==> src/rtl/m_ex_skid_latch.sv <==
// m_ex_skid_latch: 2-entry skid buffer carrying the swapped operand bundle from M to EX.
// Define M_EX_STALL_CNT_EN to add the saturating back-pressure counter on stall_cnt.
module m_ex_skid_latch #(
  parameter int DATA_WIDTH = 64,
  parameter int ADDR_WIDTH = 32,
  parameter int TYPE_WIDTH = 3
) (
  input  logic                  clk,
  input  logic                  rst,
  input  logic                  flush,
  input  logic                  in_valid,
  output logic                  in_ready,
  input  logic [DATA_WIDTH-1:0] in_op1,
  input  logic [DATA_WIDTH-1:0] in_op2,
  input  logic [DATA_WIDTH-1:0] in_op3,
  input  logic [DATA_WIDTH-1:0] in_op4,
  input  logic [DATA_WIDTH-1:0] in_ptc1,
  input  logic [DATA_WIDTH-1:0] in_ptc2,
  input  logic [DATA_WIDTH-1:0] in_ptc3,
  input  logic [DATA_WIDTH-1:0] in_ptc4,
  input  logic [ADDR_WIDTH-1:0] in_daddr1,
  input  logic [ADDR_WIDTH-1:0] in_daddr2,
  input  logic [ADDR_WIDTH-1:0] in_daddr3,
  input  logic [ADDR_WIDTH-1:0] in_daddr4,
  input  logic [TYPE_WIDTH-1:0] in_dtype1,
  input  logic [TYPE_WIDTH-1:0] in_dtype2,
  input  logic [TYPE_WIDTH-1:0] in_dtype3,
  input  logic [TYPE_WIDTH-1:0] in_dtype4,
  output logic                  out_valid,
  input  logic                  out_ready,
  output logic [DATA_WIDTH-1:0] out_op1,
  output logic [DATA_WIDTH-1:0] out_op2,
  output logic [DATA_WIDTH-1:0] out_op3,
  output logic [DATA_WIDTH-1:0] out_op4,
  output logic [DATA_WIDTH-1:0] out_ptc1,
  output logic [DATA_WIDTH-1:0] out_ptc2,
  output logic [DATA_WIDTH-1:0] out_ptc3,
  output logic [DATA_WIDTH-1:0] out_ptc4,
  output logic [ADDR_WIDTH-1:0] out_daddr1,
  output logic [ADDR_WIDTH-1:0] out_daddr2,
  output logic [ADDR_WIDTH-1:0] out_daddr3,
  output logic [ADDR_WIDTH-1:0] out_daddr4,
  output logic [TYPE_WIDTH-1:0] out_dtype1,
  output logic [TYPE_WIDTH-1:0] out_dtype2,
  output logic [TYPE_WIDTH-1:0] out_dtype3,
  output logic [TYPE_WIDTH-1:0] out_dtype4
`ifdef M_EX_STALL_CNT_EN
  ,
  output logic [31:0]           stall_cnt
`endif
);

  localparam int BW = 8*DATA_WIDTH + 4*ADDR_WIDTH + 4*TYPE_WIDTH;

  typedef enum logic [1:0] {
    ST_EMPTY = 2'b00,
    ST_ONE   = 2'b01,
    ST_TWO   = 2'b10
  } state_e;

  state_e        state_q, state_d;
  logic [BW-1:0] main_q, main_d;
  logic [BW-1:0] skid_q, skid_d;
  logic [BW-1:0] in_bundle_s;
  logic          push_s, pop_s;

  assign in_bundle_s = {in_op1, in_op2, in_op3, in_op4,
                        in_ptc1, in_ptc2, in_ptc3, in_ptc4,
                        in_daddr1, in_daddr2, in_daddr3, in_daddr4,
                        in_dtype1, in_dtype2, in_dtype3, in_dtype4};

  // Handshake flags come straight off the state flop, so out_ready never reaches in_ready.
  assign in_ready  = (state_q != ST_TWO);
  assign out_valid = (state_q != ST_EMPTY);
  assign push_s    = in_valid & in_ready;
  assign pop_s     = out_valid & out_ready;

  assign {out_op1, out_op2, out_op3, out_op4,
          out_ptc1, out_ptc2, out_ptc3, out_ptc4,
          out_daddr1, out_daddr2, out_daddr3, out_daddr4,
          out_dtype1, out_dtype2, out_dtype3, out_dtype4} = main_q;

  always_comb begin
    state_d = state_q;
    main_d  = main_q;
    skid_d  = skid_q;
    if (flush) begin
      state_d = ST_EMPTY;
    end else begin
      case (state_q)
        ST_EMPTY: begin
          if (push_s) begin
            state_d = ST_ONE;
            main_d  = in_bundle_s;
          end else begin
            state_d = ST_EMPTY;
          end
        end
        ST_ONE: begin
          if (push_s && pop_s) begin
            main_d = in_bundle_s;
          end else if (push_s) begin
            state_d = ST_TWO;
            skid_d  = in_bundle_s;
          end else if (pop_s) begin
            state_d = ST_EMPTY;
          end else begin
            state_d = ST_ONE;
          end
        end
        ST_TWO: begin
          // Older bundle stays in MAIN; SKID only moves up once MAIN drains.
          if (pop_s) begin
            state_d = ST_ONE;
            main_d  = skid_q;
          end else begin
            state_d = ST_TWO;
          end
        end
        default: state_d = ST_EMPTY;
      endcase
    end
  end

  always_ff @(posedge clk or negedge rst) begin
    if (!rst) begin
      state_q <= ST_EMPTY;
      main_q  <= {BW{1'b0}};
      skid_q  <= {BW{1'b0}};
    end else begin
      state_q <= state_d;
      main_q  <= main_d;
      skid_q  <= skid_d;
    end
  end

`ifdef M_EX_STALL_CNT_EN
  logic [31:0] stall_cnt_q, stall_cnt_d;

  assign stall_cnt = stall_cnt_q;

  always_comb begin
    if (out_valid && !out_ready && (stall_cnt_q != 32'hFFFF_FFFF)) begin
      stall_cnt_d = stall_cnt_q + 32'd1;
    end else begin
      stall_cnt_d = stall_cnt_q;
    end
  end

  // Only reset clears the counter; flush deliberately leaves it alone.
  always_ff @(posedge clk or negedge rst) begin
    if (!rst) begin
      stall_cnt_q <= 32'd0;
    end else begin
      stall_cnt_q <= stall_cnt_d;
    end
  end
`endif

endmodule

==> config.mk <==
export PLATFORM = sky130hd
export DESIGN_NAME = m_ex_skid_latch
export DESIGN_NICKNAME = d
export VERILOG_FILES = /design/src/rtl/m_ex_skid_latch.sv
export SDC_FILE = /design/constraint.sdc
export NUM_CORES = 2
export LEC_CHECK = 0
export ABC_AREA = 1
export CORE_AREA = 2 2 509 511
export CTS_CLUSTER_SIZE = 12
export DETAILED_ROUTE_END_ITERATION = 7
export DIE_AREA = 0 0 511 513
export MAX_ROUTING_LAYER = met4
export SLEW_MARGIN = 10
export SYNTH_ARGS = -nofsm -noshare
export SYNTH_HDL_FRONTEND = slang
export SYNTH_SLANG_ARGS = --single-unit
==> constraint.sdc <==
create_clock -name clk -period 4.25 [get_ports clk]
set_input_delay 0.85 -clock clk [delete_from_list [all_inputs] [get_ports clk]]
set_output_delay 0.85 -clock clk [all_outputs]
set_load 0.03 [all_outputs]
After elaboration in Yosys (flattened, before gate mapping)
Cells that the tools add are included.
{ "word_totals": {"reg_bits": 1306, "inputBits": 657, "output_inout_bits": 654} }
{ "classes": {"eq_ne": 7, "n_mux": 11, "bitwise_logic": 4, "reduce_logical": 6} }
{ "op_table": {"columns": ["op", "count"], "rows": [
  ["two-way mux 652 bit", 3],
  ["case mux 652 bit (3 select lines)", 1],
  ["two-way mux 2 bit", 4],
  ["!= test 2 bit, second input constant", 4],
  ["case mux 2 bit (3 select lines)", 1],
  ["AND reduction 5 bit", 1],
  ["AND reduction 4 bit", 1],
  ["!= test 3 bit, second input constant", 1],
  ["nonzero test 3 bit", 1],
  ["bitwise AND 1 bit", 2],
  ["equality test 2 x 1 -> 1 bit, second input constant", 1],
  ["equality test 2 bit, second input constant", 1],
  ["zero test 2 bit", 1],
  ["two-way mux 1 bit", 2],
  ["inverter 1 bit", 2],
  ["nonzero test 2 bit", 1],
  ["logical AND 1 bit", 1]
]} }

Longest topological paths before layout
{ "logic_depth": {"depth_word": 7, "depth_mapped": 10, "ltp_nobuf": 7} }

Worst setup path before layout
Ideal clock, no wire load.
{ "synth_timing": {"path_type": "reg2out", "start": "register state_q[1]", "end": "output in_ready", "t_arrival_ns": 1.245, "t_required_ns": 3.400, "slack_ns": 2.155, "stages_incl_launch_ff": 6, "n_path_buf": 2, "path_cell_list": "dfrtp_1 > inv_2 > nor2_1 > inv_2 > buf_2 > clkbuf_1"} }
{ "synth_between": {"elab_chain_cells": 1} }
{ "synth_rtl": {"columns": ["item", "line_no", "rtl"], "rows": [
  ["start, declared", "61", "state_e state_q, state_d;"],
  ["start signal, assigned", "131", "state_q <= state_d;"],
  ["!= test 2 bit", "73", "assign in_ready = (state_q != ST_TWO);"],
  ["end, declared", "12", "output logic in_ready,"]
]} }
Every way passes these cells.

Worst setup path after layout
Same ends and word-level chain as after synthesis.

==> results.txt <==
* Clock latency on the worst-skew pair: 0.82 ns
- Via density per instance: 4.37
- Maximum number of pins on one net before global-route repair: 166
- A synthesized cell averages 7.50 µm².
- Clk sinks: between 1000 and 1500
* Clock tree from TritonCTS: yes
* Setup TNS Final: 0 ns
- The root buffer cell chosen for the clock tree is sky130_fd_sc_hd__clkbuf_16.
* Fraction of layout instances using a drive strength above 1: 4.60%
- The count of nets left with antenna violations once routing finished came out at 0.
- The congestion estimate from routability-driven global placement came to 0.886.
- Peak clock frequency supported by timing: between 200 and 300 MHz
- Wirelength per Cell: 20.1 µm
- Relative slew slack: 30.4%
* Sequential-to-total area share from yosys stat: 56.5%
- Setup repair after global routing left no endpoint under its margin.
- Global-route wire length before repair: ~360 mm
- In this run, placement finished with an instance count of 12100.
- Critical path's slowest cell: sky130_fd_sc_hd__clkdlybuf4s50_1
- Setup skew after layout: 0.0701 ns
- The critical path goes through inv_2, nor2_4, inv_8, clkdlybuf4s50_1.
- Detailed routing inserted a total of 54200 vias.
* Total routed wirelength: 249 mm
* Number of pins with negative max-slew slack in the final report: 0
- After the last flow step, the layout net total stands at 9485.
- Aggregate global routing overflow: 0
- Share of the clock period used by the worst path: 82.0%
* Arrival time of data at the critical path endpoint: 2.64 ns
* Count of unique library cells instantiated by Yosys: 15
- Area delta synth->final: 39.2%
- In the routed design, unresolved DRC markers number 0.
* Maximum cell stage delay along the critical path: 0.87 ns
- After layout, the minimum clock period comes to 3.49 ns.
- DR iter-0 viols: 4789
- Number of hold buffers added after cts: 0
- Peak ir drop on the vdd network: ~370 µV
- Counting flops with a built-in enable in the synthesized netlist gives 0.
* Final setup violating endpoints: 0
- The floorplan step defined a die boundary enclosing 262000 µm².
- During I/O placement, the number of pins put on the boundary was between 1000 and 1500.
- Initial Util: 22.6%
- Summing all multi-input logic gate instances after layout gives 23000 µm².
* Area of the core: 256000 µm²
- Of all cell types, the one taking the most synthesized area is sky130_fd_sc_hd__dfrtp_1.
- At the pin with the least slew margin, the transition time is 1.04 ns.
* Total design power: about 44 mW
- Die height: 513 µm
- The wire-length estimate of the detail-placed layout is 176 mm.
* Cell family contributing the most delay on the critical path: buffers and inverters
* Setup Fix Bufs, Post-CTS: 0
* Via count of the first global-routing pass: 52000
* Buffers from clock root to sink, at most: 3
- In this run the number of H-tree levels came out at 4.
- For the worst setup path, the data required time is 3.40 ns.
* Leading post-synthesis cells by instance count: sky130_fd_sc_hd__nand2_1, sky130_fd_sc_hd__dfrtp_1, sky130_fd_sc_hd__o21ai_0, sky130_fd_sc_hd__clkbuf_1, sky130_fd_sc_hd__buf_2
- The path class of the tightest hold or removal check is in -> async.
- In the synthesized netlist the dominant register cell turns out to be sky130_fd_sc_hd__dfrtp_1.
- After floorplanning, the core was divided into 186 placement rows.
* Number of synthesized register bits: 1306
* Mapped Cells: slightly below 8000
- The synthesized netlist occupies a cell area of 57900 µm².
- After clock tree synthesis, the clock-pin slew on the worst setup and hold paths is 0.06 ns.
- Fin cells: 12400
* Post-Route Utilization: 31.4%
- First-pass iteration count of the detailed router: 6
- Share of async-settable or async-resettable flops after synthesis: between 90% and 100%
* Critical Path Sink Type: primary output
- Global routing used approximately a fifth of the available tracks across all layers.
- For this run, the number of Yosys warnings is 0.
- Synthesis produced a netlist with a net count of 8371.
- By area the synthesized netlist is led by sky130_fd_sc_hd__dfrtp_1, sky130_fd_sc_hd__nand2_1, sky130_fd_sc_hd__o21ai_0.
* Pwr per Cell Area: 541 nW/µm²
- Register area: around 33000 µm²
- Once the clock tree was built, the resizer swapped 0 gates to a different size.
* Static leakage: 40.7 nW
* Share of Yosys cell area claimed by the top area cell type: 56.5%
* Final-report hold violation count: 0
* Antenna violations before repair: 80
- Clock tree synthesis inserted a total of 157 buffers.
- The flow ran to the end, and the final reports show no timing, DRC or antenna violations.
* Startpoint type of the worst setup path: flip-flop
* Most repeated cell in the gate-level netlist after synthesis: sky130_fd_sc_hd__nand2_1
- Die boundary width: between 500 and 600 µm
- The critical path is of the reg -> out type.
* Maximum net fanout on the critical path: 44
- Max-cap violations in this run came to 0.
* Fill cells: 27100
- The critical path contains buffers and inverters numbering 3 combined.
* Number of buffers inserted by port buffering: ~1300
## sequential cells by signal (all words and copies together), names as in the netlist
signal and flops:
state_q 2, skid_q 652, main_q 652
## stage by stage
| stage | instance area (µm²) | hold WS, ns | setup WS [ns] |
|---|---|---|---|
| after floorplan | 57900 | 0.442 | 2.16 |
| after global placement | 75000 | 0.453 | 1.07 |
| after detailed placement | 75000 | 0.458 | 1.03 |
| after CTS | 80400 | 0.0130 | 0.615 |
| after global routing | 80500 | 0.0194 | 0.638 |
| final | 80600 | 0.0752 | 0.763 |
## cell type report
class / count / area share [%]
Multi-Input combinational cell: 5895 / 28.5
Clock buffer: 225 / 5.64
Clock inverter: 60 / 1.08
Antenna cell: 67 / 0.208
Tap cell: 3384 / 5.26
Sequential cell: 1306 / 40.6
Inverter: 9 / 0.0512
Timing Repair Buffer: 1459 / 18.6
## placed cells by master, fill, tap and decap left out, drive strengths merged
cell / n
a21oi: 2
buf: 150
bufinv: 9
clkbuf: 225
clkdlybuf4s50: 1309
clkinv: 40
clkinvlp: 3
dfrtp: 1306
diode: 67
inv: 17
nand2: 5231
nand3: 4
nor2: 6
o21ai: 652
## where the power goes
part           switching [mW]  total [mW]  leakage, nW  internal [mW]
Sequential               1.81        17.4         16.3           15.6
Clock                    6.00        14.1         2.65           8.11
Combinational            7.64        12.0         21.7           4.40
Total                    15.4        43.6         40.7           28.1
## worst register-to-register path, cell delays in order (launching register included)
cell                      delay (ns)
sky130_fd_sc_hd__dfrtp_1        0.45
sky130_fd_sc_hd__inv_2          0.07
sky130_fd_sc_hd__nor2_4         0.20
sky130_fd_sc_hd__buf_12         0.47
sky130_fd_sc_hd__buf_12         0.50
sky130_fd_sc_hd__nand2_1        0.42
sky130_fd_sc_hd__nand2_1        0.20
sky130_fd_sc_hd__nand2_1        0.09
sky130_fd_sc_hd__nand2_1        0.08
## cells by family after synthesis
group / share of synthesized area, %
AO/OA/AOI/OAI: 5.66
buffers and inverters: 3.83
flip-flops: 56.5
AND/OR/NAND/NOR: 34.0
## metal layers
metal	up-vias	share of wire, %	track usage [%]
met5	-	0	-
met1	26000	40	22.3
met3	396	9.5	6.65
met2	1902	45	29.1
li1	25900	-	-
met4	0	4.9	8.48
## worst paths after layout
kind	startpoint	end	cells past startpoint	slack, ns
worst max-delay path	state_q[1]$_DFFE_PN0P_	in_ready	4	0.76
worst min-delay path	rst	main_q[613]$_DFFE_PN0P_	1	0.08
worst max register to register	state_q[1]$_DFFE_PN0P_	main_q[579]$_DFFE_PN0P_	8	1.68
worst min register to register	skid_q[592]$_DFFE_PN0P_	skid_q[592]$_DFFE_PN0P_	2	0.47
max in group asynchronous	rst	skid_q[373]$_DFFE_PN0P_	2	3.05
min in group clk	skid_q[592]$_DFFE_PN0P_	skid_q[592]$_DFFE_PN0P_	2	0.47
No activity file was read; power rests on OpenSTA's default activity.
